### src/rtl/imem_loader.sv
// Byte-stream program loader: parses a length/data/checksum frame from the UART
// byte stream, writes words into imem, and holds the CPU in reset until the frame checks out.
module imem_loader #(
  parameter int WORD   = 4096,
  parameter int ADDR_W = 12
) (
  input  logic              clk,
  input  logic              rst,
  input  logic              in_valid,
  input  logic [7:0]        in_data,
  output logic              in_ready,
  input  logic              start,
  output logic              mem_we,
  output logic [ADDR_W-1:0] mem_addr,
  output logic [31:0]       mem_wdata,
  output logic              cpu_rst,
  output logic              done,
  output logic              error
);

  typedef enum logic [2:0] {IDLE, LEN, DATA, SUM, DONE, ERR} state_e;

  state_e            state_q;
  logic [1:0]        bcnt_q;
  logic [23:0]       asm_q;
  logic [31:0]       len_q;
  logic [ADDR_W-1:0] widx_q;
  logic [7:0]        csum_q;
  logic              mem_we_q;
  logic [ADDR_W-1:0] mem_addr_q;
  logic [31:0]       mem_wdata_q;
  logic              cpu_rst_q;
  logic              done_q;
  logic              error_q;

  logic              accept;
  logic [31:0]       word_d;
  logic [ADDR_W-1:0] last_idx;

  assign in_ready = (state_q == LEN) || (state_q == DATA) || (state_q == SUM);
  assign accept   = in_valid && in_ready;
  // Current byte completes a little-endian word with the three held below it.
  assign word_d   = {in_data, asm_q};
  // N <= 2**ADDR_W, so N-1 always fits the index width (N == 2**ADDR_W wraps to all-ones).
  assign last_idx = ADDR_W'(len_q - 32'd1);

  always_ff @(posedge clk or negedge rst) begin
    if (!rst) begin
      state_q     <= IDLE;
      bcnt_q      <= '0;
      asm_q       <= '0;
      len_q       <= '0;
      widx_q      <= '0;
      csum_q      <= '0;
      mem_we_q    <= 1'b0;
      mem_addr_q  <= '0;
      mem_wdata_q <= '0;
      cpu_rst_q   <= 1'b1;
      done_q      <= 1'b0;
      error_q     <= 1'b0;
    end else begin
      mem_we_q <= 1'b0;
      case (state_q)
        IDLE: begin
          state_q   <= LEN;
          bcnt_q    <= '0;
          asm_q     <= '0;
          len_q     <= '0;
          widx_q    <= '0;
          csum_q    <= '0;
          cpu_rst_q <= 1'b1;
          done_q    <= 1'b0;
          error_q   <= 1'b0;
        end
        LEN: if (accept) begin
          bcnt_q <= bcnt_q + 2'd1;
          asm_q  <= {in_data, asm_q[23:8]};
          if (bcnt_q == 2'd3) begin
            len_q <= word_d;
            if (word_d > 32'(WORD)) begin
              state_q <= ERR;
              error_q <= 1'b1;
            end else if (word_d == 32'd0) begin
              state_q <= SUM;
            end else begin
              state_q <= DATA;
            end
          end
        end
        DATA: if (accept) begin
          bcnt_q <= bcnt_q + 2'd1;
          asm_q  <= {in_data, asm_q[23:8]};
          csum_q <= csum_q ^ in_data;
          if (bcnt_q == 2'd3) begin
            mem_we_q    <= 1'b1;
            mem_addr_q  <= widx_q;
            mem_wdata_q <= word_d;
            widx_q      <= widx_q + 1'b1;
            if (widx_q == last_idx) state_q <= SUM;
          end
        end
        SUM: if (accept) begin
          if (in_data == csum_q) begin
            state_q   <= DONE;
            done_q    <= 1'b1;
            cpu_rst_q <= 1'b0;
          end else begin
            state_q <= ERR;
            error_q <= 1'b1;
          end
        end
        DONE, ERR: if (start) begin
          state_q   <= IDLE;
          cpu_rst_q <= 1'b1;
          done_q    <= 1'b0;
          error_q   <= 1'b0;
        end
        default: state_q <= IDLE;
      endcase
    end
  end

  assign mem_we    = mem_we_q;
  assign mem_addr  = mem_addr_q;
  assign mem_wdata = mem_wdata_q;
  assign cpu_rst   = cpu_rst_q;
  assign done      = done_q;
  assign error     = error_q;

endmodule
### config.mk
export PLATFORM = sky130hd
export DESIGN_NAME = imem_loader
export DESIGN_NICKNAME = d
export VERILOG_FILES = /design/src/rtl/imem_loader.sv
export SDC_FILE = /design/constraint.sdc
export NUM_CORES = 1
export LEC_CHECK = 0
export ABC_AREA = 1
export CORE_MARGIN = 1
export CORE_UTILIZATION = 35
export DETAILED_ROUTE_END_ITERATION = 10
export GPL_TIMING_DRIVEN = 0
export PLACE_DENSITY = 0.58
export SYNTH_ARGS = -nofsm -noshare
export SYNTH_HDL_FRONTEND = slang
export SYNTH_SLANG_ARGS = --single-unit
### constraint.sdc
create_clock -name clk -period 2.4 [get_ports clk]
set_clock_uncertainty 0.2 [all_clocks]
set_input_delay 0.72 -clock clk [delete_from_list [all_inputs] [get_ports clk]]
set_output_delay 0.72 -clock clk [all_outputs]
set_load 0.01 [all_outputs]
**Yosys cells after proc, flatten, opt, wreduce, memory -nomap -nowiden**

Cells that the tools add are included.

- Flip-flop bits (word level): 109
- Input bits: 12

- Add/sub/neg operators: 3
- $lt $le $gt $ge: 1
- Equal/unequal tests: 19
- Mux-type cells: 40
- Bitwise operators: 1
- Reduce and logical (&&, ||, !) cells: 20

Operators by type and width:

| cell | count |
|---|---|
| 2-to-1 mux 12 bit | 4 |
| one-hot mux 12 bit (2 select lines) | 2 |
| one-hot mux 24 bit (2 select lines) | 1 |
| > comparator 32 x 13 -> 1 bit (second input constant) | 1 |
| logical NOT 32 bit | 1 |
| 2-to-1 mux 24 bit | 1 |
| 2-to-1 mux 3 bit | 8 |
| 2-to-1 mux 1 bit | 16 |
| one-hot mux 8 bit (2 select lines) | 1 |
| one-hot mux 3 bit (5 select lines) | 1 |
| AND reduction 7 bit | 2 |
| adder 12 x 1 -> 12 bit (second input constant) | 1 |
| equality test 12 bit | 1 |
| != test 2 x 1 -> 1 bit (second input constant) | 6 |
| subtractor 12 x 1 -> 12 bit (second input constant) | 1 |
| != test 2 bit (second input constant) | 5 |
| AND reduction 3 bit | 3 |
| equality test 8 bit | 1 |
| 2-to-1 mux 8 bit | 1 |
| bitwise XOR 8 bit | 1 |
| equality test 3 x 2 -> 1 bit (second input constant) | 2 |
| equality test 3 bit (second input constant) | 2 |
| one-hot mux 1 bit (3 select lines) | 2 |
| nonzero test 2 bit | 3 |
| other kinds (14) | 17 |

**Longest topological paths before layout**

Gate-level depths: netlist of the first run.

- Depth in word-level cells: 6
- Depth in mapped cells: 15
- Mapped depth without buffers: 15

**Least setup slack after synthesis of the first run**

Ideal clock, no wire load.

- Path type: input to register
- Start: input in_valid
- End: register widx_q[8]
- Arrival time: 1796 ps
- Data required time: 2077 ps
- Setup slack: 282 ps
- Cell stages on the path: 12
- Buffers on the path: 1
- Path through: buf_2 nand2_1 inv_1 nand2_4 nand2_4 nand2_1 nor2_2 nand2_1 nor2_2 nand3_1 nand2_1 a21oi_1

- Word-level cells in the longest chain between the ends: 3

Ends and longest elaborated chain:

| item | line | source |
|---|---|---|
| start: declaration | 9 | `input logic in_valid,` |
| logical AND 1 bit | 41 | `assign accept = in_valid && in_ready;` |
| != test 2 bit (no source line) | - |  |
| AND reduction 3 bit (no source line) | - |  |
| end signal: assignment | 98 | `widx_q <= widx_q + 1'b1;` |
| end: declaration | 27 | `logic [ADDR_W-1:0] widx_q;` |

No other way between the ends.
A chain may end at the register's enable or synchronous reset.

**Worst setup path after layout of the first run**

- Start: register cpu_rst_q, in the netlist cpu_rst
- End: output cpu_rst

RTL lines:

| item | line | source |
|---|---|---|
| start: declaration | 32 | `logic cpu_rst_q;` |
| start signal: assignment | 58 | `cpu_rst_q <= 1'b1;` |
| start signal: assignment | 71 | `cpu_rst_q <= 1'b1;` |
| start signal: assignment | 106 | `cpu_rst_q <= 1'b0;` |
| end: declaration | 16 | `output logic cpu_rst,` |

No word-level cell between the ends.

==> flow_metrics.tcl, run 1 <==
set metrics [dict create \
    synth_area_leader_cell "dfrtp_1" \
    antenna_cells 0 \
    period_needed_ps 2320 \
    io_pins 61 \
    synth_top_area_frac 0.543 \
    cts-root-buf "clkbuf_16" \
    synth_edf_count 0 \
    placed_cells 823 \
    area_growth_pct 23.4 \
    drt_pass1_iterations 6 \
    rr_worst_depth 8 \
    yosysMostFrequentCell "nand2_1" \
    fin_crit_sh 0.968 \
    run_status "finished clean" \
    path_cells "clkdlybuf4s50_1" \
    wl_per_cell_um 14.8 \
    finish.utilization 0.442 \
    dpl_cell_area_mm2 0.00582 \
    vias 4155 \
    drc 0 \
    grt_use_total 0.183 \
    worstSetupPathDepth 1 \
    cts_tree "done" \
    clk_pin_slew_ps 70 \
    worst_path_max_delay_cell "dfstp_2" \
    ys_types 31 \
    cts_buffers 9 \
    insertion_delay_ps 360 \
    worst_slew_pin_slew_ps 576 \
    wirelength_um 12400 \
    ir_drop_v 0.000350 \
    required_ps 1480 \
    yosys_warnings 0 \
    critPathCaptureType "output pin" \
    maxCapViolations 0 \
    start_kind "register" \
    hold_ws_ps 127 \
    wl_met3_um 414 \
    grt_pass1_vias 4117 \
    top_layer_used "met4" \
    hold_path.class "input port to async pin" \
    fin_nets 670 \
    die_h_um 121 \
    wl_met1_um 5900 \
    crit_buf_inv 1 \
    drt_iter0_drc 165 \
    slew_violations 0 \
    yosysSeqAreaShare 0.549 \
    power_density_mw_per_mm2 798 \
    die_x_um 121 \
    syn_area_mm2 0.00497 \
    start_util 0.358 \
    core_area_mm2 0.0139 \
    slowest_delay_ps 530 \
    ys_ff_latch 109 \
    clockBufferDepth 2 \
    cts.htree.levels 3 \
    viasPerCell 4.95 \
    hold_buffers 0 \
    clkSinkCount 109 \
    synth_area_leaders "dfrtp_1, nand2_1, o21ai_0" \
    async_flop_share 1.00 \
    gp_congestion 0.849 \
    rsz0062_at_grt "false" \
    hpwl_um 9210 \
    finalInstanceArea_mm2 0.00614 \
    clock.fmax_mhz 430 \
    grt_pass1_wl_um 20700 \
    overflow 0 \
    syn_inst 583 \
    syn_avg_cell_area_um2 8.53 \
    n_fill_cell 1394 \
    relSlewSlack 0.612 \
    cpLargestDelayFamily "flip-flops" \
    setup_violations 0 \
    path_class "register to output pin" \
    crit_arrival_ps 1400 \
    p_leak_nw 2.86 \
    antenna_found_initial 0 \
    synthesis.nets 598 \
    num_rows 43 \
    instances_no_fill 840 \
    antenna_left 0 \
    netlist_top_cells_count "nand2_1, dfrtp_1, inv_1" \
    synth_top_flop_cell "dfrtp_1" \
    dieArea_mm2 0.0147 \
    port_buffers 59 \
    drive_above_1_share 0.0758 \
    met2_wirelength_um 5940 \
    timing_hold_violations_final 0 \
    grt_max_degree 76 \
    cp_max_fo 2 \
]
worst paths after layout:
kind / slack (ps) / endpoint / from
max in group asynchronous: 1140 / csum_q[4] / rst
max reg2reg: 230 / mem_wdata[31] / bcnt_q[0]
max: 80 / cpu_rst / cpu_rst
min reg2reg: 270 / cpu_rst / cpu_rst
min: 130 / mem_wdata[1] / rst
min in group clk: 270 / cpu_rst / cpu_rst
registers in the layout, indices dropped and copies added (netlist names):
signal,cells
done,1
mem_we,1
asm_q,24
csum_q,8
widx_q,12
bcnt_q,2
state_q,3
cpu_rst,1
error,1
len_q,12
mem_addr,12
mem_wdata,32
metal layers:
metal | vias to the layer above | track usage
li1 | 2049 | -
met1 | 2019 | 0.240
met2 | 76 | 0.306
met3 | 11 | 0.0305
met4 | 0 | 0.0625
met5 | - | 0
cell usage in the layout (no fill, tap or decap), types with 2 or more instances in the layout:
master and n:
nand2_1 151, dfrtp_1 106, inv_1 68, o21ai_0 64, clkdlybuf4s50_1 57, nand3_1 34
o22ai_1 32, nor2_1 27, nor3_1 12, clkbuf_1 11, nor2_2 9, clkbuf_16 9
xor2_1 8, xnor2_1 8, a21oi_1 7, nand2_2 6, nand4_1 6, buf_2 4
buf_4 4, nand3b_1 4, nor4_1 3, ha_1 3, inv_2 2, nand2_4 2
a31oi_1 2, o211ai_1 2, inv_8 2, dfrtp_2 2
where the power goes:
part	leakage [nW]	switching (W)	internal, W
sequential	1.50	0.0000791	0.00202
clock	0.140	0.000737	0.000735
combinational	1.21	0.000914	0.000416
total	2.86	0.00173	0.00317
area by class of cell:
cell class / instances / area, um2 / area share
inverters: 70 / 263 / 0.0428
clock buffers: 10 / 229 / 0.0373
multi-input cells: 386 / 1920 / 0.313
flip-flops and latches: 109 / 2730 / 0.445
clock inverters: 6 / 63.8 / 0.0104
well taps: 180 / 225 / 0.0367
repair buffers: 61 / 622 / 0.101
plain buffers: 18 / 81.3 / 0.0132
cell families after synthesis:
group / synth area share
AOI/OAI and AO/OA: 0.122
xor gates and xnor gates: 0.0282
adders and majority gates: 0.00755
buffers and inverters: 0.0689
DFF: 0.549
and+or+nand+nor: 0.225
through the flow:
step / setup WS (ps) / TNS [ps] / total power, W
after floorplan: 282 / 0 / 0.00299
after global placement: -3750 / -408390 / 0.00342
after detailed placement: -220 / -1360 / 0.00344
after CTS: 58.1 / 0 / 0.00494
after global routing: 14.0 / 0 / 0.00521
final: 75.7 / 0 / 0.00490
timing repair:
| action | 4_1_cts | 5_1_grt |
|---|---|---|
| hold endpoints to repair | 0 | 0 |
| gates resized for setup | 4 | 7 |
| setup buffers | 1 | 0 |
| setup endpoints to repair | 1 | 4 |
| pin swaps | 0 | 0 |
Note: power is estimated with default switching activity, not from simulation.
==> run 2: changes to the inputs <==
- CORE_MARGIN: 1 -> 3
- CORE_UTILIZATION: 35 -> 55
- PLACE_DENSITY: 0.58 -> 0.83
==> run 2 against run 1 <==
Clock power shrank 27%; worst hold slack lost 29 ps; non-clock buffer count grew 1; clock-buffer cell count is the same; wire length shrank 3.2%; final area shrank 3.3%.
==> flow_metrics.tcl, run 2 (same netlist as run 1, synthesis figures left out) <==
set metrics [dict create \
    port_buffers 59 \
    grt_pass1_wl_um 21100 \
    slew_violations 0 \
    viasPerCell 5.67 \
    fin_nets 671 \
    io_pins 61 \
    cts.htree.levels 3 \
    num_rows 34 \
    dieArea_mm2 0.0102 \
    worst_slew_pin_slew_ps 564 \
    cp_max_fo 2 \
    core_area_mm2 0.00876 \
    fin_tns_setup_ps 0 \
    critPathCaptureType "output pin" \
    cts_tree "done" \
    die_x_um 101 \
    slowest_delay_ps 540 \
    maxCapViolations 0 \
    required_ps 1480 \
    p_leak_nw 2.81 \
    grt_pass1_vias 4421 \
    antenna_found_initial 0 \
    path_class "register to output pin" \
    cts_buffers 9 \
    run_status "finished clean" \
    path_cells "clkdlybuf4s50_1" \
    drc 0 \
    drt_iter0_drc 307 \
    largest_reg_flops 32 \
    power_density_mw_per_mm2 760 \
    setup_violations 0 \
    cpLargestDelayFamily "flip-flops" \
    insertion_delay_ps 380 \
    crit_buf_inv 1 \
    reg2reg_setup_slack_ps 250 \
    cts-root-buf "clkbuf_8" \
    vias 4361 \
    ir_drop_v 0.000503 \
    grt_max_degree 74 \
    grt_use_total 0.255 \
    period_needed_ps 2350 \
    clockBufferDepth 2 \
    final_common_cell "nand2_1" \
    relSlewSlack 0.624 \
    start_kind "register" \
    gp_congestion 0.911 \
    rsz0062_at_grt "false" \
    dpl_cell_area_mm2 0.00573 \
    hpwl_um 8840 \
    clkSinkCount 109 \
    finalInstanceArea_mm2 0.00593 \
    rr_worst_depth 12 \
    layout_common_cells "nand2_1, dfrtp_1, inv_1" \
    fin_crit_sh 0.981 \
    worst_path_max_delay_cell "dfstp_2" \
    die_h_um 101 \
    hold_path.class "input port to async pin" \
    clock.fmax_mhz 425 \
    antenna_left 0 \
    antenna_cells 0 \
    drive_above_1_share 0.0741 \
    r2r-start "len_q[0]" \
    wirelength_um 12000 \
    start_util 0.568 \
    overflow 0 \
    drt_pass1_iterations 5 \
    area_growth_pct 19.3 \
    crit-reg2reg-capture "state_q[0]" \
    timing_hold_violations_final 0 \
    crit_arrival_ps 1430 \
    wl_per_cell_um 15.6 \
    clk_pin_slew_ps 100 \
]
==> run 2: per-layer routing <==
metal / up-vias / global-route usage / wire, um
li1: 2049 / - / -
met1: 2160 / 0.349 / 5220
met2: 139 / 0.431 / 6100
met3: 13 / 0.0367 / 552
met4: 0 / 0.0654 / 153
met5: - / 0 / 0
==> run 2: worst max-delay path by stage <==
stage	slack [ps]	startpoint	depth (start not counted)	to
2_1_floorplan	280	in_valid	12	widx_q[8]
3_3_place_gp	-3560	rst	1	csum_q[7]
3_5_place_dp	-210	in_data[7]	11	state_q[0]
4_1_cts	40	cpu_rst	1	cpu_rst
5_1_grt	4	cpu_rst	1	cpu_rst
6_report	50	cpu_rst	1	cpu_rst
==> run 2: stage by stage <==
stage	power, W	utilization	std cells	hold WS (ps)	worst slack, ps
2_1_floorplan	0.00299	-	583	224	282
3_3_place_gp	0.00337	0.650	750	253	-3560
3_5_place_dp	0.00342	0.653	751	260	-214
4_1_cts	0.00449	0.676	769	115	36.2
5_1_grt	0.00475	0.677	769	120	3.73
6_report	0.00451	0.677	769	97.4	45.7
==> run 2: report_power, final <==
group          leakage, nW  total, W  switching (W)  internal, W
registers             1.51   0.00209      0.0000782      0.00202
clock network       0.0906   0.00107       0.000653     0.000414
logic                 1.22   0.00135       0.000922     0.000426
==> run 2: layout make-up <==
class / count / area [um2]
Buffer: 18 / 81.3
Tap cell: 108 / 135
Timing Repair Buffer: 62 / 629
Clock buffer: 10 / 138
Multi-Input combinational cell: 386 / 1910
Sequential cell: 109 / 2730
Inverter: 70 / 263
Clock inverter: 6 / 45.0
Fill cell: 704 / 2830
==> run 2: what timing repair did <==
| action | CTS | global route |
|---|---|---|
| hold endpoints to repair | 0 | 0 |
| hold buffers | 0 | 0 |
| endpoints found under the setup margin | 1 | 15 |
| buffers inserted | 2 | 0 |
| resized for setup | 3 | 5 |
==> run 3: changes to the inputs <==
- MAX_ROUTING_LAYER: not set -> met4
==> run 3 against run 2 <==
Utilization grew 0.53 points; register-to-register slack worse by 40 ps; final area up 0.78%; first-iteration DRC count down 13%; die area unchanged; wire length down 0.33%; non-clock buffer count is 1 higher; critical path depth unchanged; sequential power is essentially flat; flip-flop and latch count unchanged; global-route usage up 0.46 points; largest cell class unchanged; largest power group unchanged.
==> flow_metrics.tcl, run 3 (same netlist as run 1, synthesis figures left out) <==
set metrics [dict create \
    drt_pass1_iterations 5 \
    port_buffers 59 \
    run_status "finished clean" \
    path_cells "clkdlybuf4s50_1" \
    reg2reg_setup_slack_ps 210 \
    rsz0062_at_grt "false" \
    multiInputGateArea_mm2 0.00192 \
    grt_use_total 0.260 \
    maxCapViolations 0 \
    start_kind "register" \
    cp_max_fo 2 \
    relSlewSlack 0.624 \
    crit_buf_inv 1 \
    seq_area_mm2 0.00273 \
    wl_per_cell_um 15.6 \
    crit_arrival_ps 1440 \
    worst_slew_pin_slew_ps 564 \
    setup_slack_ps 40.9 \
    required_ps 1480 \
    layout_common_cells "nand2_1, dfrtp_1, inv_1" \
    slowest_delay_ps 540 \
    timing_hold_violations_final 0 \
    num_rows 34 \
    dp_worst_setup_slack_ps -198 \
    viasPerCell 5.61 \
    area_growth_pct 20.2 \
    grt_pass1_vias 4295 \
    power_density_mw_per_mm2 781 \
    final_common_cell "nand2_1" \
    die_x_um 101 \
    grt_pass1_wl_um 20500 \
    clkSinkCount 109 \
    die_h_um 101 \
    grt_max_degree 72 \
    worst_path_max_delay_cell "dfstp_2" \
    clock.fmax_mhz 424 \
    p_leak_nw 2.84 \
    start_util 0.568 \
    gp_congestion 0.918 \
    fin_tns_setup_ps 0 \
    wirelength_um 12000 \
    io_pins 61 \
    hold_path.class "input port to async pin" \
    ir_drop_v 0.000448 \
    rr_worst_depth 8 \
    antenna_found_initial 0 \
    path_class "register to output pin" \
    drc 0 \
    slew_violations 0 \
    crit-reg2reg-capture "mem_wdata[24]" \
    cts_tree "done" \
    n_fill_cell 708 \
    dieArea_mm2 0.0102 \
    period_needed_ps 2360 \
    cts-root-buf "clkbuf_8" \
    hold_buffers 0 \
    drive_above_1_share 0.0725 \
    cpLargestDelayFamily "flip-flops" \
    insertion_delay_ps 390 \
    antenna_cells 0 \
    hpwl_um 8760 \
    overflow 0 \
    core_area_mm2 0.00876 \
    drt_iter0_drc 267 \
    vias 4317 \
    clockBufferDepth 2 \
    largest_reg_flops 32 \
    setup_violations 0 \
    antenna_left 0 \
    r2r-start "bcnt_q[0]" \
    cts_buffers 9 \
    critPathCaptureType "output pin" \
    clk_pin_slew_ps 110 \
    cts.htree.levels 3 \
    fin_crit_sh 0.983 \
    fin_nets 672 \
]
==> run 3: cell types whose count changed in the layout (fill, tap and decap cells not counted), sizes merged <==
| cell | delta |
|---|---|
| inv | +1 |
| clkinvlp | -2 |
| bufinv | +1 |
| clkinv | -1 |
| buf | +2 |
==> run 3: power by group <==
group          total [W]  switching, W  internal (W)
clock            0.00122      0.000683      0.000540
sequential       0.00210     0.0000789       0.00202
combinational    0.00135      0.000915      0.000433
==> run 3: area by class of cell <==
type | instances | share of cell area
Buffer | 18 | 0.0134
Clock buffer | 11 | 0.0236
Clock inverter | 5 | 0.0130
Inverter | 70 | 0.0439
Multi-Input combinational cell | 386 | 0.320
Sequential cell | 109 | 0.457
Tap cell | 108 | 0.0226
Timing Repair Buffer | 63 | 0.106
==> run 3: repair_timing <==
| item | 4_1_cts | 5_1_grt |
|---|---|---|
| endpoints found under the setup margin | 1 | 4 |
| resized for setup | 4 | 4 |
| buffers inserted | 3 | 0 |
==> run 3: stage by stage <==
step                      total power [W]  instance area [um2]  instances   util  hold slack (ps)
after CTS                         0.00466                 5970        770  0.681              126
after detailed placement          0.00342                 5730        751  0.653              261
after global routing              0.00490                 5980        770  0.682              117
after floorplan                   0.00299                 4970        583      -              224
final                             0.00467                 5980        770  0.682             95.6
after global placement            0.00337                 5700        750  0.650              253
==> run 3: per-layer routing <==
layer | share of wire | vias to the layer above | global-route usage
met4 | 0.018 | 0 | 0.0746
met2 | 0.50 | 164 | 0.419
met3 | 0.059 | 24 | 0.0450
met1 | 0.42 | 2083 | 0.341
li1 | - | 2046 | -
met5 | 0 | - | -
==> run 3: worst max path at each step <==
stage | slack, ps | end | startpoint | depth (start not counted)
after global placement | -3570 | csum_q[7] | rst | 1
after CTS | 30 | cpu_rst | cpu_rst | 1
final | 40 | cpu_rst | cpu_rst | 1
after global routing | 10 | cpu_rst | cpu_rst | 1
after floorplan | 280 | widx_q[8] | in_valid | 12
after detailed placement | -200 | state_q[0] | in_data[7] | 11
